## src/rtl/uart_frame_check.sv

```systemverilog
// UART frame validator: checks the MSGID header, runs a byte-serial CRC-8 over header+payload,
// publishes good payloads, counts bad/dropped frames, and flags loss of good traffic.
module uart_frame_check #(
    parameter int unsigned BUFFER_SIZE = 80,
    parameter logic [31:0] MSGID       = 32'h74697277,
    parameter logic [31:0] TIMEOUT     = 32'd1200000
) (
    input  logic                    clk,
    input  logic                    rst,
    input  logic [BUFFER_SIZE-1:0]  rx_data,
    input  logic                    sync,
    output logic [BUFFER_SIZE-41:0] payload,
    output logic                    valid,
    output logic                    error,
    output logic                    busy,
    output logic                    timeout,
    output logic [15:0]             err_id_count,
    output logic [15:0]             err_crc_count,
    output logic [15:0]             drop_count
);

    localparam int unsigned N_BYTES = BUFFER_SIZE / 8 - 1;
    localparam int          IDX_W   = $clog2(N_BYTES);
    localparam logic [IDX_W-1:0] LAST_IDX = IDX_W'(N_BYTES - 1);

    localparam logic [1:0] IDLE  = 2'd0;
    localparam logic [1:0] CHECK = 2'd1;
    localparam logic [1:0] DONE  = 2'd2;

    logic [1:0]             state;
    logic [BUFFER_SIZE-33:0] frame_reg;   // payload + checksum; the header only feeds id_ok
    logic [BUFFER_SIZE-1:0] shift_reg;
    logic                   id_ok;
    logic [7:0]             crc;
    logic [IDX_W-1:0]       byte_idx;
    logic [31:0]            wd_cnt;
    logic [31:0]            wd_next;
    logic                   good_frame;

    // One CRC-8 byte step (poly 0x07, MSB-first), unrolled over 8 bit-steps.
    function automatic logic [7:0] crc8_step(input logic [7:0] crc_in, input logic [7:0] data);
        logic [7:0] c;
        c = crc_in ^ data;
        for (int i = 0; i < 8; i++) begin
            c = c[7] ? ((c << 1) ^ 8'h07) : (c << 1);
        end
        return c;
    endfunction

    assign busy       = (state != IDLE);
    assign good_frame = (state == DONE) && id_ok && (crc == frame_reg[7:0]);

    // NOTE: every variable assigned in always_comb gets a value on every path, so no latch is inferred.
    always_comb begin
        wd_next = wd_cnt;
        if (wd_cnt < TIMEOUT) wd_next = wd_cnt + 32'd1;
    end

    // NOTE: pure datapath registers carry no reset; they are always loaded before they are read.
    always_ff @(posedge clk) begin
        if (state == IDLE && sync) begin
            frame_reg <= rx_data[BUFFER_SIZE-33:0];
            shift_reg <= rx_data;
            id_ok     <= (rx_data[BUFFER_SIZE-1 -: 32] == MSGID);
        end else if (state == CHECK) begin
            shift_reg <= shift_reg << 8;
        end
    end

    // NOTE: sequential state uses non-blocking assignments so every register samples pre-edge values.
    always_ff @(posedge clk) begin
        if (rst) begin
            state         <= IDLE;
            crc           <= 8'h00;
            byte_idx      <= '0;
            payload       <= '0;
            valid         <= 1'b0;
            error         <= 1'b0;
            timeout       <= 1'b0;
            wd_cnt        <= 32'd0;
            err_id_count  <= 16'd0;
            err_crc_count <= 16'd0;
            drop_count    <= 16'd0;
        end else begin
            valid <= 1'b0;
            error <= 1'b0;

            case (state)
                IDLE: begin
                    if (sync) begin
                        crc      <= 8'h00;
                        byte_idx <= '0;
                        state    <= CHECK;
                    end
                end
                CHECK: begin
                    crc      <= crc8_step(crc, shift_reg[BUFFER_SIZE-1 -: 8]);
                    byte_idx <= byte_idx + 1'b1;
                    if (byte_idx == LAST_IDX) state <= DONE;
                end
                DONE: begin
                    if (!id_ok) begin
                        error <= 1'b1;
                        if (err_id_count != 16'hFFFF) err_id_count <= err_id_count + 16'd1;
                    end else if (crc != frame_reg[7:0]) begin
                        error <= 1'b1;
                        if (err_crc_count != 16'hFFFF) err_crc_count <= err_crc_count + 16'd1;
                    end else begin
                        payload <= frame_reg[BUFFER_SIZE-33:8];
                        valid   <= 1'b1;
                    end
                    state <= IDLE;
                end
                default: state <= IDLE;
            endcase

            // A strobe arriving while a check is running (including the DONE cycle) is lost.
            if (sync && state != IDLE && drop_count != 16'hFFFF)
                drop_count <= drop_count + 16'd1;

            if (good_frame) begin
                wd_cnt  <= 32'd0;
                timeout <= 1'b0;
            end else begin
                wd_cnt  <= wd_next;
                timeout <= (wd_next == TIMEOUT);
            end
        end
    end

endmodule

```

## config.mk

```make
export PLATFORM = sky130hd
export DESIGN_NAME = uart_frame_check
export DESIGN_NICKNAME = d
export VERILOG_FILES = /design/src/rtl/uart_frame_check.sv
export SDC_FILE = /design/constraint.sdc
export NUM_CORES = 1
export LEC_CHECK = 0
export ABC_AREA = 1
export CAP_MARGIN = 20
export CORE_AREA = 2 2 140 177
export DETAILED_ROUTE_END_ITERATION = 10
export DIE_AREA = 0 0 142 179
export HOLD_SLACK_MARGIN = 0.05
export PLACE_DENSITY = 0.76
export SLEW_MARGIN = 5
export SYNTH_ARGS = -nofsm -noshare
export SYNTH_HDL_FRONTEND = slang
export SYNTH_SLANG_ARGS = --single-unit
export TNS_END_PERCENT = 5
```

## constraint.sdc

```tcl
create_clock -name clk -period 2.5 [get_ports clk]
set_input_delay 0.25 -clock clk [delete_from_list [all_inputs] [get_ports clk]]
set_output_delay 0.25 -clock clk [all_outputs]
set_load 0.1 [all_outputs]
```

* Yosys cells after proc, flatten, opt, wreduce, memory -nomap -nowiden
Index checks and enable logic that the tools add are counted.
** Cells by class
- $add $sub $neg :: 5
- Multipliers :: 0
- Div/mod/pow operators :: 0
- Order comparisons :: 1
- Eq/ne operators :: 12
- Shifts and indexed selects :: 0
- Multiplexer cells :: 21
- Bitwise gates (word level) :: 12
- Reduce and logical (&&, ||, !) cells :: 17
** Operator list (number)
- two-way mux 80 bit :: 2
- adder 16 x 1 -> 16 bit (second input constant) :: 3
- != test 16 bit (second input constant) :: 3
- adder 32 x 1 -> 32 bit (second input constant) :: 1
- equality test 32 x 21 -> 1 bit (second input constant) :: 1
- equality test 32 x 31 -> 1 bit (second input constant) :: 1
- < comparator 32 x 21 -> 1 bit (second input constant) :: 1
- two-way mux 32 bit :: 1
- two-way mux 3 bit :: 8
- inverter 3 bit :: 8
- case mux 8 bit (2 select lines) :: 1
- equality test 8 bit :: 1
- two-way mux 8 bit :: 1
- != test 8 bit :: 1
- case mux 4 bit (2 select lines) :: 1
- bitwise XOR 8 bit :: 1
- AND reduction 3 bit :: 2
- nonzero test 2 bit :: 3
- logical AND 1 bit :: 5
- adder 4 x 1 -> 4 bit (second input constant) :: 1
- equality test 4 bit (second input constant) :: 1
- two-way mux 2 bit :: 2
- two-way mux 4 bit :: 1
- case mux 2 bit (2 select lines) :: 1
- 11 further kinds :: 17
** Word-level totals
- Bits in registers :: 266
- Bits in latches :: 0
- Memory bits (writable) :: 0
- ROM bits :: 0
- Bits of input ports :: 83
- Output and inout port bits :: 92
- Memories kept :: 0

* Depth between registers and ports, before layout
Gate-level depths: netlist (run 1).
- Word-level depth :: 18
- Gate-level depth with buffers :: 16
- Mapped depth without buffers :: 15

* Worst setup path before layout (run 1)
Ideal clock, no wire load.
- Path type :: register to register
- Start :: register state[1]
- End :: register shift_reg[0], enable pin
- Data arrival time :: 2817 ps
- Data required time :: 2065 ps
- Slack :: -751 ps
- Stages on the path, launching flop included :: 6
- Buffers on the path :: 0
- Clock period less this slack :: 3251 ps
- Cell sequence :: dfxtp_1 > nor2_1 > inv_1 > nor2_2 > nor2_1 > inv_1
** Between the ends
- Cells in the longest elaborated chain, start to end :: 3
** RTL lines
- start, declared :: RTL line 30 : logic [1:0] state;
- start signal, assigned :: RTL line 73 : state <= IDLE;
- start signal, assigned :: RTL line 93 : state <= CHECK;
- start signal, assigned :: RTL line 99 : if (byte_idx == LAST_IDX) state <= DONE;
- zero test 2 bit :: RTL line 61 : if (state == IDLE && sync) begin
- logical AND 1 bit :: RTL line 61
- nonzero test 2 bit (no line) (*)
- end signal, assigned :: RTL line 63 : shift_reg <= rx_data;
- end signal, assigned :: RTL line 66 : shift_reg <= shift_reg << 8;
- end, declared :: RTL line 32 : logic [BUFFER_SIZE-1:0] shift_reg;
Mark *: on every way between the ends. The rest lies on a longest branch, timed or not.
A chain may end at the register's enable or synchronous reset.

* Worst setup path after layout (run 1)
- Start :: register wd_cnt[0]
- End :: register timeout
** Between the ends
- Cells in the longest elaborated chain, start to end :: 3
** RTL lines
- start, declared :: RTL line 36 : logic [31:0] wd_cnt;
- start signal, assigned :: RTL line 125 : wd_cnt <= wd_next;
- adder 32 x 1 -> 32 bit or < comparator 32 x 21 -> 1 bit (tied branches) :: RTL line 56 : if (wd_cnt < TIMEOUT) wd_next = wd_cnt + 32'd1;
- two-way mux 32 bit (*) :: RTL line 56
- equality test 32 x 21 -> 1 bit (*) :: RTL line 126 : timeout <= (wd_next == TIMEOUT);
- end signal, assigned :: RTL line 126
- end, declared :: RTL line 16 : output logic timeout,
Marks and branches as above.

==> results of run 1 <==
power by group through the flow:
stage | Sequential (W) | Clock, W | Combinational [W]
2_1_floorplan | 0.00509 | 0 | 0.000610
3_3_place_gp | 0.00511 | 0 | 0.000934
3_5_place_dp | 0.00512 | 0 | 0.000961
4_1_cts | 0.00502 | 0.00395 | 0.000966
5_1_grt | 0.00504 | 0.00411 | 0.00108
6_report | 0.00502 | 0.00386 | 0.000958
area by class of cell:
class | count | area [um^2] | area share (%)
flip-flops and latches | 266 | 6620 | 46.6
clock buffers | 39 | 781 | 5.49
clock inverters | 9 | 72.6 | 0.511
multi-input cells | 916 | 4150 | 29.2
inverters | 140 | 533 | 3.75
well taps | 297 | 372 | 2.62
repair buffers | 192 | 1680 | 11.9
logic make-up (layout without fill, tap and decap cells):
logic type | after synthesis | count (layout) | synth area share, %
buffers and inverters | 184 | 380 | 6.32
adder cells (fa/ha/maj) | 6 | 6 | 0.654
XOR/XNOR | 31 | 31 | 2.37
flip-flops | 266 | 266 | 57.7
AO/OA/AOI/OAI | 113 | 113 | 5.26
AND/OR/NAND/NOR | 766 | 766 | 27.7
cell usage after synthesis, types with 4 or more instances:
| cell | number |
|---|---|
| buf_2 | 7 |
| nand3_1 | 100 |
| inv_1 | 136 |
| o22ai_1 | 4 |
| nor2_1 | 122 |
| nand2_1 | 466 |
| buf_1 | 7 |
| a21oi_1 | 49 |
| nor3b_1 | 4 |
| nor3_1 | 26 |
| ha_1 | 6 |
| xor2_1 | 16 |
| nor4_1 | 5 |
| o21ai_0 | 47 |
| clkbuf_1 | 26 |
| o21a_1 | 5 |
| edfxtp_1 | 129 |
| dfxtp_1 | 137 |
| nand2_2 | 5 |
| nand4_1 | 26 |
| nor2_2 | 4 |
| xnor2_1 | 15 |
metrics by stage:
step	setup WS [ps]	TNS [ps]
5_1_grt	259	0
6_report	478	0
4_1_cts	488	0
3_5_place_dp	504	0
3_3_place_gp	526	0
2_1_floorplan	-73.2	-5860
metal layers:
layer / vias to the layer above / GRT usage (%) / wire length [um]
met5: - / 0 / 0
met4: 0 / 6.83 / 672
met3: 46 / 5.15 / 2020
met2: 307 / 38.2 / 13600
met1: 4373 / 24.2 / 10600
li1: 4785 / - / -
worst paths after layout:
kind | from | to | depth (start not counted)
worst min register to register | frame_reg[41] | payload[33] | 2
worst max register to register | wd_cnt[0] | timeout | 11
worst min-delay path | rx_data[15] | frame_reg[15] | 1
worst max-delay path | wd_cnt[0] | timeout | 11
critical path: cells and delay by family (launching register included):
kind	cells	cell delay [ps]
flip-flops	1	440
adder cells (fa/ha/maj)	1	300
AND/OR/NAND/NOR	10	1210
==> impl_metrics.ini, run 1 <==
[placement]
gp_congestion = 0.897
dpl-instance-area_um2 = 13400
portBuffers = 174
post-place-cells = 1811
dp_hpwl_um = 19200

[status]
status = finished, final reports clean

[power]
combPwrFrac_pct = 9.7
p_sw_w = 0.00230
p_int_w = 0.00754
total_power_w = 0.00985
clockPowerShare_pct = 39.3
swShare_pct = 23.4
ir_drop_mv = 0.517
p_leak_nw = 6.03
power-per-cell-area_nw_per_um2 = 693
seq_power_share_pct = 51.0

[sta]
clock.fmax_ghz = 0.495
skew_ps = 11.1
relSlewSlack_pct = 65.5
rsz0062_at_grt = no
min_period_over_period_pct = 80.9
tightest_slew_ps = 515
period_needed_ps = 2020
hold_viol = 0
fin_hold_ws_ps = 315
finalSetupViolations = 0
slew_viol_final = 0

[clocking]
cts_tree = done
cts_num_sinks = 266
path_clk_slew_ps = 60
postCtsSetupRepairBufs = 0
cts.path.max_buffers = 3
cts_root_buf = clkbuf_16
cts_buffers = 26
cts_resized = 0
clock_latency_ps = 520
h-tree-depth = 1
hold_buffers = 0

[hold_path]
min_path_type = in -> reg

[synthesis]
ys_seq_area_share_pct = 57.7
yosys_warnings = 0
syn_nets = 1455
syn_area_per_cell_um2 = 8.40
async_reset_ff_share_pct = 0
yosysUniqueCellTypes = 39
synth_seq_cells = 266
yosysTopAreaCell = edfxtp_1
synthFlopType = dfxtp_1
synth_edf_count = 129
synthTopCellsByArea = edfxtp_1, dfxtp_1, nand2_1
synthDominantCellAreaShare_pct = 33.8
netlist_area_um2 = 11500
syn_inst = 1366

[critical_path]
path_max_fanout = 7
cp.required_ps = 2960
cp_cell_sequence = ha_1, nand2_1, nor2_1, nand3_1, nor3_1, nand4_1, nand2_1, nand3_1, nor2_1, nand2_1, nor2_1
rrSetupSlack_ps = 480
slowest_stage = dfxtp_1
setup.worst_path.class = reg -> reg
critPathLaunchType = flop
critPathCaptureType = flop
slowest_delay_ps = 440
cp.arrival_ps = 2490

[drt]
drt-pass1-iter-count = 7
postRouteWirelength_um = 27000
wl_per_cell_um = 14.5
avgViaCountPerCell = 5.12
num_vias = 9511
drcViolationCount = 0
ant_nets = 0
drt_iter0_markers = 700

[grt]
antenna_found_initial = 0
grt_use_total_pct = 21.0
overflow = 0
grt_pass1_wl_um = 43500
grt_max_degree = 61
grt_pass1_vias = 9187

[finish]
layout-drive-gt1-share_pct = 11.3
n_fill_cell = 2015
finalNonFillerCells = 1859
num_antenna_cells = 0
final_cell_mix = nand2_1, dfxtp_1, inv_1, edfxtp_1, nor2_1
largest_reg_flops = 80
nets = 1631
finalInstanceArea_um2 = 14200
layout_commonest_cell = nand2_1
fin_util_pct = 59.3
area_growth_pct = 23.8

[die]
start_util_pct = 47.9
die_y_um = 179
coreArea_um2 = 23900
io_pins = 175
dieWidth_um = 142
rows = 64
die_area_um2 = 25400

[flow_run]
max_cap_viol_count = 0
(Power assumes the default switching activity.)
==> run 2, diff against run 1 <==
Settings changed: CORE_AREA 2 2 140 177 to 2 2 134 168, DIE_AREA 0 0 142 179 to 0 0 136 170, PLACE_DENSITY 0.76 to 0.79.
Clock period 2.5 ns to 2.05 ns, I/O delays scaled along.
==> run 2 against run 1 <==
Compared with the run above:
- register-to-register slack worse by 320 ps
- critical path depth grew 3
- combinational power up 27%
- routed wire length grew 1.6%
- design area grew 2.2%
- first-iteration DRC count fell by 22%
- largest power group unchanged
- non-clock buffer count is 22 higher
- clock skew fell by 3.9 ps
- setup slack worse by 320 ps
==> impl_metrics.ini, run 2 (same netlist as run 1, synthesis figures left out) <==
[die]
io_pins = 175
dieWidth_um = 136
start_util_pct = 53.4
rows = 60
die_area_um2 = 23100
coreArea_um2 = 21500
die_y_um = 170

[critical_path]
cp-endpoint = timeout
cp.required_ps = 2520
path_max_fanout = 5
rrSetupSlack_ps = 160
slowest_stage = dfxtp_1
r2r_end = timeout
cp_cell_sequence = nand2_1, nor2_2, nand2_1, nor2_1, nand2_1, nand2_1, nand2_1, nand2_2, nand2_2, nor2_2, nand2_1, nor2_1, nand2_1, nor2_1
setup.worst_path.class = reg -> reg
reg2reg_depth = 14
critPathCaptureType = flop
cp.arrival_ps = 2370
crit_buf_inv = 0
slowest_delay_ps = 420
critPathLaunchType = flop
crit_family = simple AND/OR/NAND/NOR gates
path_depth = 14
r2r-start = wd_cnt[7]
startpoint = wd_cnt[7]
cpMostUsedCell = nand2_1

[placement]
post-place-ws_ps = 135
portBuffers = 174
dp_hpwl_um = 19800
post-place-cells = 1815
gp_congestion = 0.907

[sta]
fin_hold_ws_ps = 257
worst_slack_ps = 155
period_needed_ps = 1890
tightest_slew_ps = 541
clock.fmax_ghz = 0.528
slew_viol_final = 0
relSlewSlack_pct = 63.8
skew_ps = 7.16
rsz0062_at_grt = yes
min_period_over_period_pct = 92.4
finalSetupViolations = 0
hold_viol = 0

[power]
seq_power_share_pct = 49.4
power-per-cell-area_nw_per_um2 = 854
clockPowerShare_pct = 40.8
swShare_pct = 23.4
ir_drop_mv = 0.806
combPwrFrac_pct = 9.8
p_sw_w = 0.00290
p_int_w = 0.00950
p_leak_nw = 6.22

[drt]
num_vias = 9601
ant_nets = 0
wl_per_cell_um = 14.7
drt_iter0_markers = 549
drcViolationCount = 0
avgViaCountPerCell = 5.15
postRouteWirelength_um = 27400
drt-pass1-iter-count = 5

[grt]
overflow = 0
grt_max_degree = 66
antenna_found_initial = 0
grt_use_total_pct = 23.4
grt_pass1_wl_um = 43700
grt_pass1_vias = 9283

[clocking]
cts_tree = done
cts_root_buf = clkbuf_16
cts.path.max_buffers = 3
clock_latency_ps = 530
h-tree-depth = 1
postCtsSetupRepairBufs = 0
cts_num_sinks = 266
cts_buffers = 27
path_clk_slew_ps = 60

[finish]
n_fill_cell = 1722
area_growth_pct = 26.6
largest_reg_flops = 80
layout-drive-gt1-share_pct = 13.6
final_cell_mix = nand2_1, inv_1, dfxtp_1, edfxtp_1, buf_4
finalNonFillerCells = 1864
nets = 1654
num_antenna_cells = 0
layout_commonest_cell = nand2_1

[hold_path]
min_path_type = in -> reg

[flow_run]
max_cap_viol_count = 0

[status]
status = finished, final reports clean
## run 2: changes by cell type in the layout (fill, tap and decap cells not counted), moves of 2 or more
| cell | before | now |
|---|---|---|
| dfxtp_2 | 1 | 5 |
| buf_4 | 107 | 124 |
| clkbuf_1 | 6 | 3 |
| nor2_2 | 4 | 11 |
| buf_12 | 3 | 7 |
| clkinv_2 | 6 | 8 |
| nor2_1 | 120 | 112 |
| bufinv_16 | 1 | 4 |
| clkbuf_8 | 6 | 1 |
| dfxtp_1 | 136 | 132 |
| nand2_4 | 0 | 2 |
## run 2: metal layers
metal,global-route usage (%),vias to the layer above,share of wire (%)
li1,-,4838,-
met1,26.5,4417,39
met2,43.3,291,52
met3,5.57,55,7.0
met4,7.11,0,2.4
met5,0,-,0
## run 2: how the worst min path moves through the flow
stage	from	to	slack (ps)	cells past startpoint
floorplan	rx_data[0]	frame_reg[0]	300	0
global placement	frame_reg[40]	payload[32]	420	2
detailed placement	frame_reg[14]	payload[6]	420	2
CTS	rx_data[4]	frame_reg[4]	240	1
global route	rx_data[34]	frame_reg[34]	250	1
finish	rx_data[4]	frame_reg[4]	260	1
## run 2: cell type report
| class | count | area (um^2) | share of cell area (%) |
|---|---|---|---|
| clock buffers | 32 | 726 | 5.00 |
| repair buffers | 214 | 1910 | 13.1 |
| well taps | 279 | 349 | 2.40 |
| inverters | 140 | 533 | 3.67 |
| multi-input cells | 916 | 4200 | 28.9 |
| clock inverters | 17 | 193 | 1.33 |
| flip-flops and latches | 266 | 6620 | 45.6 |
## run 2: per-stage QoR
step | setup TNS, ps | instance area, um^2 | util [%] | power, W
after floorplan | -76950 | 11500 | - | 0.00695
after detailed placement | 0 | 13500 | 63.1 | 0.00746
final | 0 | 14500 | 67.7 | 0.0124
after CTS | 0 | 14500 | 67.4 | 0.0125
after global placement | 0 | 13500 | 63.1 | 0.00740
after global routing | -81.7 | 14500 | 67.7 | 0.0129
## run 2: power by group through the flow
stage	Sequential [W]	Clock, W	Combinational (W)
2_1_floorplan	0.00621	0	0.000744
3_3_place_gp	0.00622	0	0.00118
3_5_place_dp	0.00623	0	0.00123
4_1_cts	0.00612	0.00515	0.00123
5_1_grt	0.00615	0.00535	0.00136
6_report	0.00612	0.00506	0.00122
## run 2: what timing repair did
| item | in CTS | in global routing |
|---|---|---|
| gates resized for setup | 0 | 20 |
| endpoints found under the setup margin | 0 | 8 |
| hold buffers | 0 | 0 |
==> run 3, diff against run 2 <==
Settings changed: CAP_MARGIN 20 to not set.
==> results of run 3 <==
Same layout as run 2: the final DEF is identical, and so are final timing and power.
